==> src/rtl/fc_pingpong_ctrl.sv <==
// Ping-pong sequencer for the fully-connected layer: a loader fills one vector bank
// while the compute FSM walks the other bank against the M x N weight ROM.
module fc_pingpong_ctrl #(
    parameter int M         = 4,
    parameter int N         = 8,
    parameter int LOGSIZE_M = $clog2(M*N),
    parameter int LOGSIZE_N = $clog2(N)
) (
    input  logic                 clk,
    input  logic                 reset,
    input  logic                 input_valid,
    output logic                 input_ready,
    input  logic                 output_ready,
    output logic                 output_valid,
    output logic                 wr_en_x,
    output logic [LOGSIZE_N:0]   wr_addr_x,
    output logic [LOGSIZE_N:0]   rd_addr_x,
    output logic [LOGSIZE_M-1:0] addr_w,
    output logic                 clear_acc,
    output logic                 en_acc
);

    // state | meaning
    // IDLE  | waiting for the read bank to become full
    // CLEAR | one-cycle accumulator clear for the current row
    // MAC   | N issue cycles, j = 0..N-1
    // DRAIN | last accumulate lands (read latency 1)
    // OUT   | result presented until output_ready
    typedef enum logic [2:0] {IDLE, CLEAR, MAC, DRAIN, OUT} state_t;

    localparam int ROW_W = (M > 1) ? $clog2(M) : 1;
    localparam logic [LOGSIZE_N-1:0] LAST_J     = LOGSIZE_N'(N-1);
    localparam logic [ROW_W-1:0]     LAST_ROW   = ROW_W'(M-1);
    localparam logic [LOGSIZE_M-1:0] ROW_STRIDE = LOGSIZE_M'(N);

    state_t               state;
    logic [1:0]           full;
    logic                 wb;
    logic                 rb;
    logic [LOGSIZE_N-1:0] wcnt;
    logic [LOGSIZE_N-1:0] j;
    logic [ROW_W-1:0]     row;

    logic load_last;
    logic out_hs;
    logic release_bank;
    logic start;

    assign input_ready  = ~reset & ~full[wb];
    assign wr_en_x      = input_valid & input_ready;
    assign wr_addr_x    = {wb, wcnt};
    assign load_last    = wr_en_x & (wcnt == LAST_J);
    assign out_hs       = (state == OUT) & output_ready;
    assign release_bank = out_hs & (row == LAST_ROW);
    // Look through the final write so compute starts the cycle right after it.
    assign start        = full[rb] | (load_last & (wb == rb));

    always_ff @(posedge clk or posedge reset) begin
        if (reset) begin
            full <= 2'b00;
            wb   <= 1'b0;
            wcnt <= '0;
        end else begin
            if (wr_en_x) begin
                if (load_last) begin
                    full[wb] <= 1'b1;
                    wb       <= ~wb;
                    wcnt     <= '0;
                end else begin
                    wcnt <= wcnt + 1'b1;
                end
            end
            // Loader and compute always target different banks here.
            if (release_bank) full[rb] <= 1'b0;
        end
    end

    always_ff @(posedge clk or posedge reset) begin
        if (reset) begin
            state        <= IDLE;
            rb           <= 1'b0;
            row          <= '0;
            j            <= '0;
            clear_acc    <= 1'b0;
            en_acc       <= 1'b0;
            output_valid <= 1'b0;
            rd_addr_x    <= '0;
            addr_w       <= '0;
        end else begin
            clear_acc <= 1'b0;
            en_acc    <= (state == MAC);
            case (state)
                IDLE: begin
                    if (start) begin
                        row       <= '0;
                        clear_acc <= 1'b1;
                        state     <= CLEAR;
                    end
                end
                CLEAR: begin
                    j         <= '0;
                    rd_addr_x <= {rb, {LOGSIZE_N{1'b0}}};
                    addr_w    <= LOGSIZE_M'(row) * ROW_STRIDE;
                    state     <= MAC;
                end
                MAC: begin
                    if (j == LAST_J) begin
                        state <= DRAIN;
                    end else begin
                        j         <= j + 1'b1;
                        rd_addr_x <= {rb, j + 1'b1};
                        addr_w    <= addr_w + 1'b1;
                    end
                end
                DRAIN: begin
                    output_valid <= 1'b1;
                    state        <= OUT;
                end
                OUT: begin
                    if (output_ready) begin
                        output_valid <= 1'b0;
                        if (row == LAST_ROW) begin
                            rb    <= ~rb;
                            state <= IDLE;
                        end else begin
                            row       <= row + 1'b1;
                            clear_acc <= 1'b1;
                            state     <= CLEAR;
                        end
                    end
                end
                default: state <= IDLE;
            endcase
        end
    end

endmodule

==> config.mk <==
export PLATFORM = sky130hd
export DESIGN_NAME = fc_pingpong_ctrl
export DESIGN_NICKNAME = d
export VERILOG_FILES = /design/src/rtl/fc_pingpong_ctrl.sv
export SDC_FILE = /design/constraint.sdc
export NUM_CORES = 1
export LEC_CHECK = 0
export ABC_AREA = 1
export CAP_MARGIN = 0
export CELL_PAD_IN_SITES_DETAIL_PLACEMENT = 1
export CELL_PAD_IN_SITES_GLOBAL_PLACEMENT = 2
export CORE_MARGIN = 4
export CORE_UTILIZATION = 32
export DETAILED_ROUTE_END_ITERATION = 6
export PLACE_DENSITY = 0.87
export SYNTH_ARGS = -nofsm -noshare
export SYNTH_HDL_FRONTEND = slang
export SYNTH_SLANG_ARGS = --single-unit
==> constraint.sdc <==
create_clock -name clk -period 5.6 [get_ports clk]
set_input_delay 1.68 -clock clk [delete_from_list [all_inputs] [get_ports clk]]
set_output_delay 1.68 -clock clk [all_outputs]
set_load 0.05 [all_outputs]
==> results of run 1 <==
==> placed cells by master (no fill, tap or decap), types with 2 or more instances in the layout <==
cell	count
xor2_1	2
buf_12	2
ha_1	6
o21ai_0	7
inv_1	18
o21ai_1	4
clkbuf_8	3
clkdlybuf4s50_1	19
nand3_1	11
nand2_1	38
nand2_2	2
dfrtp_1	24
inv_2	2
a22oi_1	3
nor2_1	11
==> per-layer routing <==
| layer | up-vias | global-route usage (%) |
|---|---|---|
| met5 | - | 0 |
| met4 | 0 | 2.603 |
| met3 | 2 | 1.304 |
| met2 | 12 | 18.33 |
| met1 | 475 | 14.42 |
| li1 | 494 | - |
==> sequential cells by signal, summed over array words and instances, names as in the netlist <==
name	flops
wcnt	3
addr_w	5
rd_addr_x	4
rb	1
en_acc	1
output_valid	1
full	2
state	3
clear_acc	1
wb	1
row	2
==> layout make-up <==
| cell class | count | area share, % |
|---|---|---|
| timing repair buffer | 22 | 15.57 |
| sequential | 24 | 39.34 |
| clock buffer | 3 | 2.705 |
| multi-input combinational | 94 | 33.52 |
| tap | 48 | 3.934 |
| inverter | 20 | 4.918 |
==> kinds of logic after synthesis <==
family	Yosys count	share of synthesized area [%]
xor gates and xnor gates	3	2.179
AOI/OAI and AO/OA	18	9.128
adders and majority gates	6	6.224
buffers and inverters	22	7.780
and+or+nand+nor	67	24.90
DFF	24	49.79
==> worst max path at each step <==
stage,from,end,slack (ns),cells after the start
final,reset,wr_en_x,0.92,7
after global routing,reset,wr_en_x,0.75,7
after CTS,reset,wr_en_x,0.91,7
after detailed placement,reset,wr_en_x,0.91,7
after global placement,reset,wr_en_x,0.93,7
after floorplan,reset,wr_en_x,0.19,5
==> worst max-delay path: stages <==
cell and delay (ns):
clkdlybuf4s50_1 0.39, inv_1 0.08, nand2_1 0.06, nor2_1 0.25, nand2_1 0.21, inv_1 0.17, buf_12 0.15
==> power by group <==
group	switching [mW]	internal (mW)
Combinational	0.255	0.118
Sequential	0.0464	0.223
Clock	0.0525	0.0480
Total	0.354	0.388
==> run_results.csv, run 1 <==
group,metric,value,unit
sta,worstMarginPinSlew,0.5017,ns
detailed_routing,viasPerCell,4.659,
worst_hold_path,min_delay_path_depth,2,
cts,cts.root.buffer_cell,"clkbuf_8",
critical_path,rr_startpoint,"wb",
logic_synthesis,yosys_warnings,0,
cts,cts_inserted_buffers,3,
critical_path,timing.rr.end,"full[0]",
finish,fillers,462,
cts,ctsResizeCount,0,
finish,antenna_cells,0,
finish,finalNetCount,175,
sta,setup_viol,0,
global_routing,grt_pass1_vias,1013,
floorplan,die_h,69.40,µm
logic_synthesis,ys_top_cells_by_area,"dfrtp_1 50%, nand2_1 12%, ha_1 6.2%",
detailed_routing,drcViolationCount,0,
floorplan,start_util,32.95,%
floorplan,num_rows,22,
sta,fin_skew,0.004309,ns
finish,final_cell_area,1526,µm²
sta,finalCriticalPeriod,4.683,ns
critical_path,rrSetupSlack,4.02,ns
detailed_routing,routed.top_layer,"met4",
status,status,"finished, final reports clean",
detailed_routing,vias,983,
global_routing,antenna_found_initial,0,
cts,cts_buffer_depth,2,
critical_path,required,3.92,ns
logic_synthesis,syn_nets,150,
cts,hold_buffers,0,
power,power_density,486.2,nW/µm²
critical_path,cp.arrival,3.00,ns
critical_path,crit_path_start_kind,"input port",
detailed_routing,dr_wl_met3,61,µm
sta,finalWorstSetupSlack,0.9171,ns
logic_synthesis,synth_ff_type,"dfrtp_1",
worst_hold_path,whs_endpoint,"rd_addr_x[3]",
sta,rsz0062_at_grt,"no",
sta,max_freq,0.2135,GHz
logic_synthesis,avgSynthCellArea,8.615,µm²
finish,ff_latch_area,600.6,µm²
critical_path,r2r_cells,7,
logic_synthesis,synthArstFlopShare,100.0,%
detailed_routing,drt_iter0_drc,60,
logic_synthesis,synth_edf_count,0,
finish,area.growth.synth_to_final,26.56,%
global_routing,overflow,0,
logic_synthesis,synth_cell_types,24,
logic_synthesis,synth_common_cells,"38 x nand2_1, 24 x dfrtp_1, 18 x inv_1",
logic_synthesis,ys_ff_latch,24,
sta,hold_viol_final,0,
logic_synthesis,syn-cell-area,1206,µm²
detailed_routing,first_pass_iters,4,
logic_synthesis,postSynthCellCount,140,
detailed_routing,routedWlPerCell,11.94,µm
floorplan,dieWidth,69.40,µm
sta,final_max_slew_viol_count,0,
worst_hold_path,hp-class,"reg2reg",
floorplan,dieArea,4816,µm²
logic_synthesis,synth.most_common_cell,"nand2_1",
cts,clock_latency,0.26,ns
sta,fin_tns_setup,0,ns
detailed_routing,ant_nets,0,
global_routing,grt_first_pass_wirelength,4409,µm
cts,post_cts_buffers,0,
finish,multi_input_area,511.7,µm²
logic_synthesis,yosysSeqAreaShare,49.79,%
power,vdd_drop_max,209.6,µV
finish,drive_above_1_share,9.202,%
cts,clock-sinks,24,
global_routing,grt_max_degree,25,
sta,period_share,83.62,%
place,gp_routability_congestion,0.7097,
floorplan,boundaryPins,22,
global_routing,grtUsageTotal,10.74,%
sta,relSlewSlack,66.45,%
logic_synthesis,synth_top_cell_by_area,"dfrtp_1",
cts,cts_tree,"done",
critical_path,end_kind,"output pin",
place,io_buffers,21,
run,cap_violations,0,
finish,post-route-util,41.70,%
logic_synthesis,synth_top_area_share,49.79,%
worst_hold_path,hp-start,"rd_addr_x[3]",
detailed_routing,route.met2.wl,1163,µm
place,placedCellCount,208,
power,power.total,0.7422,mW
critical_path,path_class,"in2out",
place,placed_area,1485,µm²
place,dp_slack,0.9080,ns
power,p_leak,0.7394,nW
detailed_routing,routed_wl,2519,µm
place,dp_hpwl,1963,µm
detailed_routing,drt-met1-wl,1282,µm
sta,whs,0.5084,ns
floorplan,core,3661,µm²
cts,clkTransAtPathRegs,0.08,ns
critical_path,worstPathMaxFanout,7,
cts,htree_levels,1,
finish,stdcell_count,211,
No activity file was read; power rests on OpenSTA's default activity.
==> inputs of run 2 (changes only) <==
--- a/config.mk
+++ b/config.mk
@@ -10,9 +10,9 @@
 export CELL_PAD_IN_SITES_DETAIL_PLACEMENT = 1
 export CELL_PAD_IN_SITES_GLOBAL_PLACEMENT = 2
 export CORE_MARGIN = 4
-export CORE_UTILIZATION = 32
+export CORE_UTILIZATION = 27
 export DETAILED_ROUTE_END_ITERATION = 6
-export PLACE_DENSITY = 0.87
+export PLACE_DENSITY = 0.79
 export SYNTH_ARGS = -nofsm -noshare
 export SYNTH_HDL_FRONTEND = slang
 export SYNTH_SLANG_ARGS = --single-unit
==> constraint.sdc (replaced) <==
create_clock -name clk -period 3.9 [get_ports clk]
set_input_delay 1.17 -clock clk [delete_from_list [all_inputs] [get_ports clk]]
set_output_delay 1.17 -clock clk [all_outputs]
set_load 0.05 [all_outputs]
==> run_results.csv, run 2 (same netlist as run 1, synthesis figures left out) <==
group,metric,value,unit
sta,relSlewSlack,66.50,%
global_routing,grtUsageTotal,11.93,%
finish,layout_common_cells,"38 x nand2_1, 24 x dfrtp_1, 19 x clkdlybuf4s50_1",
critical_path,max_stage_delay,0.51,ns
global_routing,grt_first_pass_wirelength,5133,µm
critical_path,end_kind,"output pin",
sta,final_max_slew_viol_count,0,
finish,drive_above_1_share,10.98,%
sta,rsz0062_at_grt,"no",
finish,final_cell_area,1526,µm²
sta,max_freq,0.2810,GHz
detailed_routing,vias,982,
floorplan,core,4324,µm²
floorplan,dieArea,5600,µm²
detailed_routing,routed_wl,2734,µm
power,power_density,717.8,nW/µm²
global_routing,grt_max_degree,25,
detailed_routing,viasPerCell,4.546,
sta,setup_viol,0,
place,gp_routability_congestion,0.7355,
finish,fillers,537,
sta,fin_tns_setup,0,ns
detailed_routing,drt_iter0_drc,33,
floorplan,num_rows,24,
detailed_routing,routedWlPerCell,12.66,µm
finish,reg.largest.list,"addr_w: 5 flops, rd_addr_x: 4 flops",
sta,hold_viol_final,0,
floorplan,start_util,27.89,%
critical_path,cpMostUsedCell,"nand2_1",
cts,post_cts_buffers,0,
floorplan,dieWidth,74.84,µm
cts,ctsResizeCount,0,
finish,antenna_cells,0,
critical_path,crit_chain,"clkdlybuf4s50_1 -> clkinvlp_4 -> nand2_1 -> nor2_2 -> nand2_1 -> inv_1 -> buf_4",
floorplan,boundaryPins,22,
detailed_routing,drcViolationCount,0,
finish,largest_reg_flops,5,
critical_path,crit_buf_inv,4,
power,p_leak,0.7357,nW
finish,post-route-util,35.30,%
cts,clkTransAtPathRegs,0.09,ns
critical_path,slowest_stage,"clkdlybuf4s50_1",
cts,htree_levels,1,
cts,cts_inserted_buffers,3,
sta,worstMarginPinSlew,0.5010,ns
cts,clock_latency,0.27,ns
cts,cts_tree,"done",
sta,finalCriticalPeriod,3.559,ns
detailed_routing,first_pass_iters,4,
worst_hold_path,hp-class,"reg2reg",
finish,area.growth.synth_to_final,26.56,%
place,dp_hpwl,2166,µm
critical_path,crit_family,"buffers and inverters",
run,cap_violations,0,
cts,cts_buffer_depth,2,
sta,fin_skew,0.001813,ns
critical_path,worstPathMaxFanout,7,
critical_path,required,2.73,ns
cts,clock-sinks,24,
critical_path,crit_path_start_kind,"input port",
global_routing,overflow,0,
global_routing,antenna_found_initial,0,
finish,regMostFlops,"addr_w",
floorplan,die_h,74.84,µm
global_routing,grt_pass1_vias,1109,
finish,finalNetCount,175,
critical_path,path_class,"in2out",
status,status,"finished, final reports clean",
cts,hold_buffers,0,
finish,layout_commonest_cell,"nand2_1",
sta,period_share,91.25,%
critical_path,cp.arrival,2.39,ns
power,vdd_drop_max,168.3,µV
detailed_routing,ant_nets,0,
place,io_buffers,21,
place,placed_area,1471,µm²
cts,cts.root.buffer_cell,"clkbuf_8",
-- run 2: cell type report --
cell class / count / area, µm² / area share, %
timing repair buffer: 22 / 212.7 / 13.93
tap: 52 / 65.06 / 4.262
sequential: 24 / 600.6 / 39.34
clock buffer: 4 / 55.05 / 3.607
inverter: 20 / 78.83 / 5.164
multi-input combinational: 94 / 514.2 / 33.69
-- run 2: final timing paths --
| path | slack (ns) | to | startpoint | depth (start not counted) |
|---|---|---|---|---|
| setup reg to reg | 2.40 | addr_w[2] | state[2] | 5 |
| min in group asynchronous | 1.37 | state[2] | reset | 3 |
| hold / removal | 0.51 | output_valid | output_valid | 2 |
| setup / recovery | 0.34 | wr_en_x | reset | 7 |
| max in group asynchronous | 2.29 | addr_w[0] | reset | 3 |
| hold reg to reg | 0.51 | output_valid | output_valid | 2 |
-- run 2: tightest hold or removal path, delay by kind of cell, from the launching register on --
family / cells / cell delay, ns
and+or+nand+nor: 1 / 0.06
AOI/OAI and AO/OA: 1 / 0.08
DFF: 1 / 0.34
-- run 2: metal layers --
layer / part of all wire, % / vias to the layer above / global-route usage (%)
met5: 0 / - / 0
met2: 50 / 14 / 20.21
met4: 1.1 / 0 / 3.557
li1: - / 495 / -
met3: 3.9 / 4 / 2.670
met1: 44 / 469 / 15.19
-- run 2: power by group --
group / total (mW) / internal, mW / switching (mW)
clock network: 0.171 / 0.0902 / 0.0810
registers: 0.388 / 0.320 / 0.0679
logic: 0.537 / 0.169 / 0.368
total: 1.10 / 0.578 / 0.517
-- run 2: stage by stage --
stage | std cells | hold slack (ns) | power, mW | setup slack, ns
final | 216 | 0.5062 | 1.096 | 0.3414
after global routing | 216 | 0.5421 | 1.196 | 0.2244
after CTS | 216 | 0.5081 | 1.116 | 0.3225
after detailed placement | 212 | 0.4884 | 0.9411 | 0.3351
after global placement | 212 | 0.4921 | 0.9205 | 0.3601
after floorplan | 140 | 0.5013 | 0.7838 | 0.07421
==> inputs of run 3 (changes only) <==
--- a/config.mk
+++ b/config.mk
@@ -13,6 +13,7 @@
 export CORE_UTILIZATION = 27
 export DETAILED_ROUTE_END_ITERATION = 6
 export PLACE_DENSITY = 0.79
+export SLEW_MARGIN = 20
 export SYNTH_ARGS = -nofsm -noshare
 export SYNTH_HDL_FRONTEND = slang
 export SYNTH_SLANG_ARGS = --single-unit
==> results of run 3 <==
Final layout, timing and power as in run 2 (identical DEF).
